==> src/rtl/input_port_buf_pkg.sv <==
// Shared router package: direction encoding used by the input buffers and
// the switch allocator, plus the input-buffer occupancy state encoding.
//   DIR_NONE  (0) : no request / no grant
//   DIR_LOCAL (1) .. DIR_WEST (5) : output directions; 6 and 7 unused
package input_port_buf_pkg;

    localparam int unsigned DIR_W = 3;

    typedef enum logic [DIR_W-1:0] {
        DIR_NONE  = 3'd0,
        DIR_LOCAL = 3'd1,
        DIR_NORTH = 3'd2,
        DIR_EAST  = 3'd3,
        DIR_SOUTH = 3'd4,
        DIR_WEST  = 3'd5
    } dir_e;

    typedef enum logic [1:0] {
        BUF_EMPTY,
        BUF_PARTIAL,
        BUF_FULL
    } buf_state_e;

endpackage

==> src/rtl/input_port_buf_xy_route.sv <==
// xy_route: combinational dimension-ordered (X then Y) route computation.
// Ports:
//   dest_x_i / dest_y_i : destination coordinates of the flit (unsigned)
//   dir_o               : output direction for this router (never DIR_NONE)
module xy_route
    import input_port_buf_pkg::*;
#(
    parameter int unsigned COORD_W = 3,
    parameter int unsigned CUR_X   = 0,
    parameter int unsigned CUR_Y   = 0
) (
    input  logic [COORD_W-1:0] dest_x_i,
    input  logic [COORD_W-1:0] dest_y_i,
    output dir_e               dir_o
);

    localparam logic [COORD_W-1:0] CX = COORD_W'(CUR_X);
    localparam logic [COORD_W-1:0] CY = COORD_W'(CUR_Y);

    always_comb begin
        dir_o = DIR_LOCAL;
        if (dest_x_i > CX) begin
            dir_o = DIR_EAST;
        end else if (dest_x_i < CX) begin
            dir_o = DIR_WEST;
        end else if (dest_y_i > CY) begin
            dir_o = DIR_NORTH;
        end else if (dest_y_i < CY) begin
            dir_o = DIR_SOUTH;
        end
    end

endmodule

==> src/rtl/input_port_buf.sv <==
// input_port_buf: router input-port FIFO. Each flit is routed (XY) as it is
// written and the 3-bit direction is stored beside it, so the head request
// is available combinationally to the allocator.
// Ports:
//   clk, rst        : clock, asynchronous active-low reset
//   in_valid/in_flit: upstream flit; in_ready high whenever not full
//   grant           : allocator direction for this port (0 = none)
//   targ            : requested direction of head flit (0 = empty)
//   pop             : head leaves this cycle (grant matches targ)
//   out_flit        : head flit, meaningful when targ != 0
//   occupancy       : number of stored flits (0..DEPTH)
module input_port_buf
    import input_port_buf_pkg::*;
#(
    parameter int unsigned DATA_W  = 32,
    parameter int unsigned DEPTH   = 4,
    parameter int unsigned COORD_W = 3,
    parameter int unsigned CUR_X   = 0,
    parameter int unsigned CUR_Y   = 0
) (
    input  logic                     clk,
    input  logic                     rst,
    input  logic                     in_valid,
    input  logic [DATA_W-1:0]        in_flit,
    output logic                     in_ready,
    input  logic [2:0]               grant,
    output logic [2:0]               targ,
    output logic                     pop,
    output logic [DATA_W-1:0]        out_flit,
    output logic [$clog2(DEPTH):0]   occupancy
);

    localparam int unsigned PTR_W = $clog2(DEPTH);
    localparam int unsigned ENT_W = DATA_W + DIR_W;
    localparam logic [PTR_W:0] FULL_CNT = (PTR_W+1)'(DEPTH);

    buf_state_e         state_q, state_d;
    logic [PTR_W-1:0]   wr_ptr_q, wr_ptr_d;
    logic [PTR_W-1:0]   rd_ptr_q, rd_ptr_d;
    logic [PTR_W:0]     count_q, count_d;
    logic [ENT_W-1:0]   mem_q [DEPTH];

    dir_e               in_dir;
    dir_e               head_dir;
    logic               push;

    xy_route #(
        .COORD_W (COORD_W),
        .CUR_X   (CUR_X),
        .CUR_Y   (CUR_Y)
    ) u_route (
        .dest_x_i (in_flit[COORD_W-1:0]),
        .dest_y_i (in_flit[2*COORD_W-1:COORD_W]),
        .dir_o    (in_dir)
    );

    // Head entry outputs; the state (not the stale entry) decides emptiness.
    always_comb begin
        head_dir  = dir_e'(mem_q[rd_ptr_q][ENT_W-1:DATA_W]);
        out_flit  = mem_q[rd_ptr_q][DATA_W-1:0];
        targ      = (state_q == BUF_EMPTY) ? DIR_NONE : head_dir;
        in_ready  = (state_q != BUF_FULL);
        push      = in_valid && in_ready;
        pop       = (targ != DIR_NONE) && (grant == targ);
        occupancy = count_q;
    end

    // Next-state: pointers, count and the EMPTY/PARTIAL/FULL state are all
    // derived from the same push/pop decision so they can never disagree.
    always_comb begin
        wr_ptr_d = wr_ptr_q;
        rd_ptr_d = rd_ptr_q;
        count_d  = count_q;
        state_d  = state_q;

        if (push) begin
            wr_ptr_d = wr_ptr_q + PTR_W'(1);
        end
        if (pop) begin
            rd_ptr_d = rd_ptr_q + PTR_W'(1);
        end

        unique case ({push, pop})
            2'b10:   count_d = count_q + (PTR_W+1)'(1);
            2'b01:   count_d = count_q - (PTR_W+1)'(1);
            default: count_d = count_q;
        endcase

        if (count_d == '0) begin
            state_d = BUF_EMPTY;
        end else if (count_d == FULL_CNT) begin
            state_d = BUF_FULL;
        end else begin
            state_d = BUF_PARTIAL;
        end
    end

    always_ff @(posedge clk or negedge rst) begin
        if (!rst) begin
            state_q  <= BUF_EMPTY;
            wr_ptr_q <= '0;
            rd_ptr_q <= '0;
            count_q  <= '0;
        end else begin
            state_q  <= state_d;
            wr_ptr_q <= wr_ptr_d;
            rd_ptr_q <= rd_ptr_d;
            count_q  <= count_d;
        end
    end

    // Storage needs no reset: contents are only observed when non-empty.
    always_ff @(posedge clk) begin
        if (push) begin
            mem_q[wr_ptr_q] <= {in_dir, in_flit};
        end
    end

endmodule

==> config.mk <==
export PLATFORM = sky130hd
export DESIGN_NAME = input_port_buf
export DESIGN_NICKNAME = d
export VERILOG_FILES = /design/src/rtl/input_port_buf_pkg.sv /design/src/rtl/input_port_buf_xy_route.sv /design/src/rtl/input_port_buf.sv
export SDC_FILE = /design/constraint.sdc
export NUM_CORES = 1
export LEC_CHECK = 0
export ABC_AREA = 1
export ABC_CLOCK_PERIOD_IN_PS = 2430
export CAP_MARGIN = 15
export CORE_ASPECT_RATIO = 0.5
export CORE_UTILIZATION = 50
export CTS_BUF_LIST = sky130_fd_sc_hd__clkbuf_8
export DETAILED_ROUTE_END_ITERATION = 16
export GPL_ROUTABILITY_DRIVEN = 0
export HOLD_SLACK_MARGIN = 0.06
export PLACE_DENSITY = 0.77
export SETUP_SLACK_MARGIN = 0.15
export SLEW_MARGIN = 5
export SYNTH_ARGS = -nofsm -noshare
export SYNTH_HDL_FRONTEND = slang
export SYNTH_SLANG_ARGS = --single-unit
==> constraint.sdc <==
create_clock -name clk -period 2.43 [get_ports clk]
set_input_delay 0.6075 -clock clk [delete_from_list [all_inputs] [get_ports clk]]
set_output_delay 0.6075 -clock clk [all_outputs]
set_load 0.02 [all_outputs]
======== After elaboration in Yosys (flattened, before gate mapping) ========
Memory sizes are Yosys's and may differ from the RTL's.
Cells that the tools add are included.
Widths: inputs -> output; s select.
storage, ports and cells
  register bits ........................... 9
  RAM bits ................................ 140
  input port bits ......................... 38
  output and inout port bits .............. 40
  memories ................................ 1
cells by class
  add/sub/neg operators ................... 4
  $lt $le $gt $ge ......................... 4
  eq/ne operators ......................... 5
  mux-type cells .......................... 10
  reductions and logical operators ........ 5
memories
  name   depth  bits a word  rd ports  clocked after Yosys merged registers in  wr ports  line                  RTL
  mem_q  4      35           1         0                                        1         input_port_buf.sv:41  logic [ENT_W-1:0] mem_q [DEPTH];
operator list
  cell                 number
  $mux 3               5
  $gt 3x1->1 const B   2
  $lt 3x1->1 const B   2
  $pmux 3 s2           1
  $add 2x1->2 const B  2
  $mux 2               2
  $add 3x1->3 const B  1
  $eq 3x3->1           1
  $eq 3x3->1 const B   1
  $logic_not 3->1      1
  $reduce_bool 3->1    1
  $sub 3x1->3 const B  1
  $eq 2x1->1 const B   1
  $eq 2x2->1 const B   1
  $logic_and 1x1->1    2
  $logic_not 2->1      1
  $mux 1               2
  $ne 2x2->1 const B   1

======== Depth between registers and ports, before layout ========
Gate-level depths: netlist of the first run.
  word-level depth ........................ 9
  mapped depth ............................ 19
  gate-level depth less buffers ........... 18

======== By module ========
A second synthesis of the first run with hierarchy kept.
unflattened totals
  cell total of the unflattened synthesis .. 443
  area total of the unflattened synthesis .. 5893.2 um2
by module, submodules not included
  module          instances  cells each  area an instance (um2)
  input_port_buf  1          429         5834.3
  xy_route        1          14          58.8

======== Worst setup path after synthesis of the first run ========
No wires, ideal clock.
  path type ............................... input port to flip-flop
  start ................................... in in_valid
  end ..................................... mem mem_q[0][0] (netlist bit), enable pin
  library setup time ...................... 0.425 ns
  data arrival time ....................... 2.231 ns
  required time ........................... 2.005 ns
  setup slack ............................. -0.226 ns
  cell stages on the path ................. 2
  path through ............................ nand2_1 > nor2_1
between the ends
  word-level cells in the longest chain between the ends .. 3
ends and longest elaborated chain
  what                          line                   RTL
  from (decl)                   input_port_buf.sv:23   input logic in_valid,
  $logic_and 1x1->1             input_port_buf.sv:63   push = in_valid && in_ready;
  $mux 1                        input_port_buf.sv:114  if (push) begin
  $mux 1 (not written as such)  input_port_buf.sv:115  mem_q[wr_ptr_q] <= {in_dir, in_flit};
  to (decl)                     input_port_buf.sv:41
No other way between the ends.

======== Final worst setup path of the first run ========
  start ................................... reg rd_ptr_q[0]
  end ..................................... reg state_q[1]
between the ends
  word-level cells in the longest chain between the ends .. 9
ends and longest elaborated chain
  what                                             line                   RTL
  from (decl)                                      input_port_buf.sv:39   logic [PTR_W-1:0] rd_ptr_q, rd_ptr_d;
  from (signal assigned)                           input_port_buf.sv:107  rd_ptr_q <= rd_ptr_d;
  $mem_v2 4x35 (*)                                 n/a
  $mux 3 (*)                                       input_port_buf.sv:61   targ = (state_q == BUF_EMPTY) ? DIR_NONE : head_dir;
  $eq 3x3->1 or $reduce_bool 3->1 (tied branches)  input_port_buf.sv:64   pop = (targ != DIR_NONE) && (grant == targ);
  $logic_and 1x1->1 (*)                            input_port_buf.sv:64
  $eq 2x1->1 or $eq 2x2->1 (tied branches)         input_port_buf.sv:83   unique case ({push, pop})
  $pmux 3 s2 (*)                                   input_port_buf.sv:83
  $eq 3x3->1                                       input_port_buf.sv:91   end else if (count_d == FULL_CNT) begin
  $mux 2                                           input_port_buf.sv:91
  $mux 2 (*)                                       input_port_buf.sv:89   if (count_d == '0) begin
  via state_d[1]                                   input_port_buf.sv:37   buf_state_e state_q, state_d;
  to (signal assigned)                             input_port_buf.sv:105  state_q <= state_d;
  to (decl)                                        input_port_buf.sv:37
The timed path passes the listed nets; every way through them passes the cells marked *.
A chain may end at the register's enable or synchronous reset.

==> metrics.csv, run 1 <==
metric,value,unit
drt first pass iters,7,
Final Skew,0.0134,ns
sequential element share of the synthesized area,0.759,
Mean Syn Cell Area,13.6,um^2
PwrDens,1360,nW/um^2
Fin. Hold Viols,0,
ys async rst share,0.0621,
Inst Count DP,643,
Final HPWL DP,6.56,mm
total core area,11000,um^2
part of the cycle the worst path needs,1.07,
top post-synthesis cells by area,"edfxtp_1, o21ai_0, nor2_1, dfrtp_1, o22ai_1",
Top delay family on crit path,simple AND/OR/NAND/NOR gates,
critical path cell sequence,clkinv_4 -> buf_6 -> nand2_2 -> nand2_1 -> nand2_1 -> nand2_2 -> nand2_4 -> nand2_4 -> nand2_4 -> nand3_4 -> inv_4 -> ha_4 -> inv_2 -> fa_2 -> a21oi_2 -> o21ai_2 -> xor2_1 -> inv_1 -> nor2_1,
total congestion overflow,0,
Starting Density,0.515,
DR iter-0 viols,448,
Routed Antenna Nets,0,
final setup margin,-0.174,ns
CTS Buf Count,17,
"area leader, netlist",edfxtp_1,
"Clk Latency, worst-skew pair",0.44,ns
Placement Cell Area,6850,um^2
synthesized netlist cell count,416,
CP most frequent cell,nand2_4,
RSZ-0062 raised after global routing,true,
Crit path required time,2.79,ns
Netlist cell types,29,
CP Launch Type,flop,
largest net degree at the start of global routing,29,
P_leak,3.06,nW
final net count,607,
io pins,78,
Via density,5.70,
Worst setup EP type,flop,
die area,11800,um^2
fin. max-slew vios,0,
initial antenna violation count,0,
"FF+latch count, synth",145,
Clock Tree Root,clkbuf_8,
diode count,0,
GRT Overall Usage,0.214,
Die Width,153,um
TritonCTS sink count,145,
WS Path Type,reg2reg,
Die H,77.3,um
post-route cell area,8270,um^2
Max-cap violations,0,
Synth-to-Final Area Change,45.8,%
total chip power,11.3,mW
"most common cell after layout, fill and taps aside",edfxtp_1,
min Tclk post-route,2.60,ns
CP max stage delay,0.48,ns
Synth top area share,0.720,
"Cell Count, Final, Fillers Out",721,
Worst Path Buf+Inv,5,
Max Buffers Root-to-Sink,2,
most frequent cells in the layout,"edfxtp_1, buf_4, nor2_1, clkdlybuf4s50_1, buf_6",
HP Class,in2async,
Ys Warns,0,
CTS tree,yes,
worst-margin pin slew,0.497,ns
"EDFF count, synth",136,
global-route wire length before repair,18.7,mm
DR vias,4108,
row cnt,27,
"CTS clk-pin slew, worst paths",0.08,ns
WP data arrival,2.97,ns
syn nets,460,
Avg WL per Cell,21.7,um
CP Max Fanout,7,
top_reg_cell synth,edfxtp_1,
WL final,15.6,mm
PortBufs,76,
status,finished with violations,
failing checks,setup timing,
CTS H-tree depth,4,
vias in the first global route,3749,
Post-Synthesis Cell Area,5670,um^2
slew margin rel.,0.666,
VDD IR-drop max,593,uV
Crit-path slowest cell,dfrtp_2,
share of layout cells above drive strength 1,0.427,
drt drc,0,
f_max,384,MHz
final setup vio count,24,
## through the flow
stage	setup TNS (ns)	worst slack, ns	hold WS (ns)	util
after detailed placement	-1.47	-0.386	0.526	0.622
after CTS	-0.145	-0.0558	0.476	0.684
after global routing	-3.49	-0.348	0.488	0.751
after global placement	-1.03	-0.335	0.525	0.622
final	-1.29	-0.174	0.476	0.751
after floorplan	-30.79	-0.226	0.312	-
## cell type report
type	instances	area [um^2]
Sequential cell	145	4310
Inverter	26	105
Fill cell	556	2740
Clock buffer	17	234
Tap cell	145	181
Clock inverter	15	180
Timing Repair Buffer	151	1650
Multi-Input combinational cell	222	1610
## power breakdown
group / total [mW] / leakage, nW / internal [mW] / switching [mW]
clock: 1.99 / 0.205 / 1.03 / 0.958
sequential: 3.52 / 1.35 / 3.29 / 0.223
combinational: 5.75 / 1.50 / 2.65 / 3.10
total: 11.3 / 3.06 / 6.97 / 4.28
## logic make-up after synthesis
| kind of cell | count (synthesis) | synth area share |
|---|---|---|
| AOI/OAI and AO/OA | 102 | 0.0975 |
| xor gates and xnor gates | 4 | 0.00618 |
| adders and majority gates | 6 | 0.0146 |
| buffers and inverters | 49 | 0.0399 |
| DFF | 145 | 0.759 |
| other | 1 | 0.000661 |
| and+or+nand+nor | 109 | 0.0818 |
## metal layers
layer	track usage	vias up	wire [um]
met4	0.109	0	481
met1	0.261	2033	6150
met5	0	-	0
met3	0.0492	44	1090
li1	-	1811	-
met2	0.361	220	7900
## synth_stat cells, types with 2 or more instances
library cell    n
a21oi_1         3
buf_2           9
buf_4           3
buf_6           2
clkbuf_1        8
dfrtp_1         9
edfxtp_1      136
ha_1            5
inv_1          24
nand2_1        20
nand2_2         6
nand3_1         3
nand3_2         3
nand4_1         2
nor2_1         70
nor3_1          2
o21ai_0        66
o22ai_1        32
xor2_1          3
## path summary, 6_finish.rpt
| kind | from | end | slack, ns | depth (start not counted) |
|---|---|---|---|---|
| setup / recovery | rd_ptr_q[0]$_DFFE_PN0P_ | state_q[1]$_DFF_PN0_ | -0.17 | 19 |
| hold / removal | rst | asynchronous set/reset pin | 0.48 | 1 |
| setup reg to reg | rd_ptr_q[0]$_DFFE_PN0P_ | state_q[1]$_DFF_PN0_ | -0.17 | 19 |
| hold reg to reg | occupancy[0]$_DFF_PN0_ | occupancy[0]$_DFF_PN0_ | 0.56 | 1 |
| max in group asynchronous | rst | rd_ptr_q[0]$_DFFE_PN0P_ | 1.63 | 1 |
| min in group clk | occupancy[0]$_DFF_PN0_ | occupancy[0]$_DFF_PN0_ | 0.56 | 1 |
## flip-flops by register name (all words and copies together) (netlist names), named ones only
signal     count
occupancy      2
mem_q        136
wr_ptr_q       2
rd_ptr_q       2
state_q        2
## timing repair
item / in CTS / in global routing
setup endpoints to repair: 38 / 39
buffers inserted: 18 / 23
endpoints found under the hold margin: 0 / 0
resized for setup: 209 / 184
pin swaps: 25 / 39
cloned: 2 / 3
hold buffers: 0 / 0
No activity file was read; power rests on OpenSTA's default activity.
==> run 2, diff against run 1 <==
Settings changed: ABC_AREA 1 to not set.
==> metrics.csv, run 2 <==
metric,value,unit
Mean Syn Cell Area,23.6,um^2
most frequent cells in the layout,"edfxtp_1, clkdlybuf4s50_1, buf_6",
Synth-to-Final Area Change,31.6,%
RSZ-0062 raised after global routing,true,
WP data arrival,3.07,ns
final setup vio count,37,
Routed Antenna Nets,0,
synthesized netlist cell count,231,
Worst setup EP type,flop,
CP Launch Type,flop,
failing checks,setup timing,
Largest register FFs,136,
GR Layer Usage met1,0.219,
Final Skew,0.0111,ns
die area,11400,um^2
"Clk Latency, worst-skew pair",0.43,ns
Via density,5.30,
initial antenna violation count,0,
"area leader, netlist",edfxtp_1,
met3 GRT Util,0.0509,
hold buffer count at cts,0,
Die Width,150,um
top_reg_cell synth,edfxtp_1,
share of layout cells above drive strength 1,0.411,
CTS H-tree depth,4,
GRT Overall Usage,0.187,
top post-synthesis cells by area,"edfxtp_1, mux4_2, dfrtp_1, ha_1, mux4_1",
most frequent cells after synthesis,"edfxtp_1, mux4_2, dfrtp_1, inv_1, ha_1",
fin. max-slew vios,0,
"CTS clk-pin slew, worst paths",0.08,ns
Ys Warns,0,
ys async rst share,0.0621,
WS Path Type,reg2reg,
CTS Buf Count,17,
CP Max Fanout,3,
status,finished with violations,
Worst Path Buf+Inv,1,
met2 Usage GRT,0.332,
"FF+latch count, synth",145,
global-route wire length before repair,14.7,mm
final setup margin,-0.276,ns
Fin. Hold Viols,0,
syn nets,275,
Post-Synthesis Cell Area,5450,um^2
largest net degree at the start of global routing,35,
f_max,370,MHz
hold slack final,0.488,ns
WL final,9.98,mm
Largest Register,mem_q,
Stages on worst setup path,10,
total congestion overflow,0,
Top delay family on crit path,multiplexers,
drt first pass iters,4,
Die H,75.8,um
Crit path required time,2.79,ns
CP most frequent cell,xor2_1,
Worst Reg-to-Reg Cells,10,
sequential element share of the synthesized area,0.790,
CTS tree,yes,
PwrDens,1250,nW/um^2
Netlist cell types,30,
diode count,0,
vias in the first global route,2785,
most frequent cell after synthesis,edfxtp_1,
P_leak,2.49,nW
CP max stage delay,0.56,ns
final net count,396,
Avg WL per Cell,19.8,um
Starting Density,0.524,
Final HPWL DP,6.09,mm
Clock Tree Root,clkbuf_8,
critical path cell sequence,mux4_2 -> xor2_1 -> o22ai_2 -> ha_2 -> inv_2 -> fa_2 -> xor2_1 -> nor2_1 -> xor2_1 -> nor2b_2,
row cnt,26,
min Tclk post-route,2.71,ns
fin util,0.689,
"EDFF count, synth",136,
io pins,78,
DR iter-0 viols,134,
part of the cycle the worst path needs,1.11,
total core area,10400,um^2
Max-cap violations,0,
drt drc,0,
DR vias,2679,
GR peak layer,met2,
TritonCTS sink count,145,
VDD IR-drop max,546,uV
"most common cell after layout, fill and taps aside",edfxtp_1,
HP Class,in2async,
Max Buffers Root-to-Sink,2,
Crit-path slowest cell,mux4_2,
PortBufs,76,
Synth top area share,0.749,
==> run 2: changes by cell type after synthesis, sizes merged, moves of 3 or more <==
cell	previous run	this run
nand3	6	1
a21oi	3	0
buf	15	6
nand2	26	3
inv	26	6
mux4	0	34
o22ai	32	1
o21ai	66	1
clkbuf	8	3
and3	0	4
nor2	71	1
==> run 2: cell families after synthesis <==
group	synth area share
flops	0.790
fa+ha+maj	0.0151
compound gates	0.00780
other cells	0.000688
buf+inv	0.0135
xor+xnor	0.0112
simple gates	0.0174
mux	0.144
==> run 2: layout make-up <==
class	count	area, um^2
multi-input cells	71	1080
inverters	6	22.5
well taps	140	175
clock inverters	15	149
clock buffers	17	234
fillers	655	3240
flip-flops and latches	145	4310
repair buffers	111	1200
==> run 2: power breakdown <==
group	switching [mW]	total [mW]	internal, mW
registers	0.154	3.43	3.28
clock network	0.961	1.80	0.840
logic	1.75	3.73	1.99
==> run 2: final timing paths <==
path                                           end                     from  slack, ns
max                           state_q[1]$_DFF_PN0_  rd_ptr_q[0]$_DFFE_PN0P_      -0.28
min                        rd_ptr_q[0]$_DFFE_PN0P_                      rst       0.49
max reg2reg                   state_q[1]$_DFF_PN0_  rd_ptr_q[0]$_DFFE_PN0P_      -0.28
min reg2reg                 occupancy[0]$_DFF_PN0_   occupancy[0]$_DFF_PN0_       0.56
max in group asynchronous  rd_ptr_q[1]$_DFFE_PN0P_                      rst       1.61
min in group clk            occupancy[0]$_DFF_PN0_   occupancy[0]$_DFF_PN0_       0.56
==> run 2: timing repair <==
| item | 4_1_cts | 5_1_grt |
|---|---|---|
| endpoints found under the setup margin | 40 | 39 |
| pin swaps | 5 | 4 |
| gates cloned | 0 | 2 |
| resized for setup | 150 | 67 |
| setup buffers | 3 | 13 |
==> run 2: per-layer routing <==
layer,vias to the layer above,wire [um]
li1,1201,-
met4,0,119
met2,57,5300
met5,-,0
met1,1407,4170
met3,14,387
==> run 2: stage by stage <==
stage	cell area (um^2)	setup WS, ns	std cells	total power [mW]	setup TNS [ns]
2_1_floorplan	5460	-0.324	231	5.32	-0.806
3_3_place_gp	6550	-0.340	455	6.60	-1.28
3_5_place_dp	6550	-0.586	455	6.73	-2.34
4_1_cts	6810	-0.245	490	8.31	-2.01
5_1_grt	7170	-0.398	505	9.38	-7.95
6_report	7170	-0.276	505	8.97	-4.84
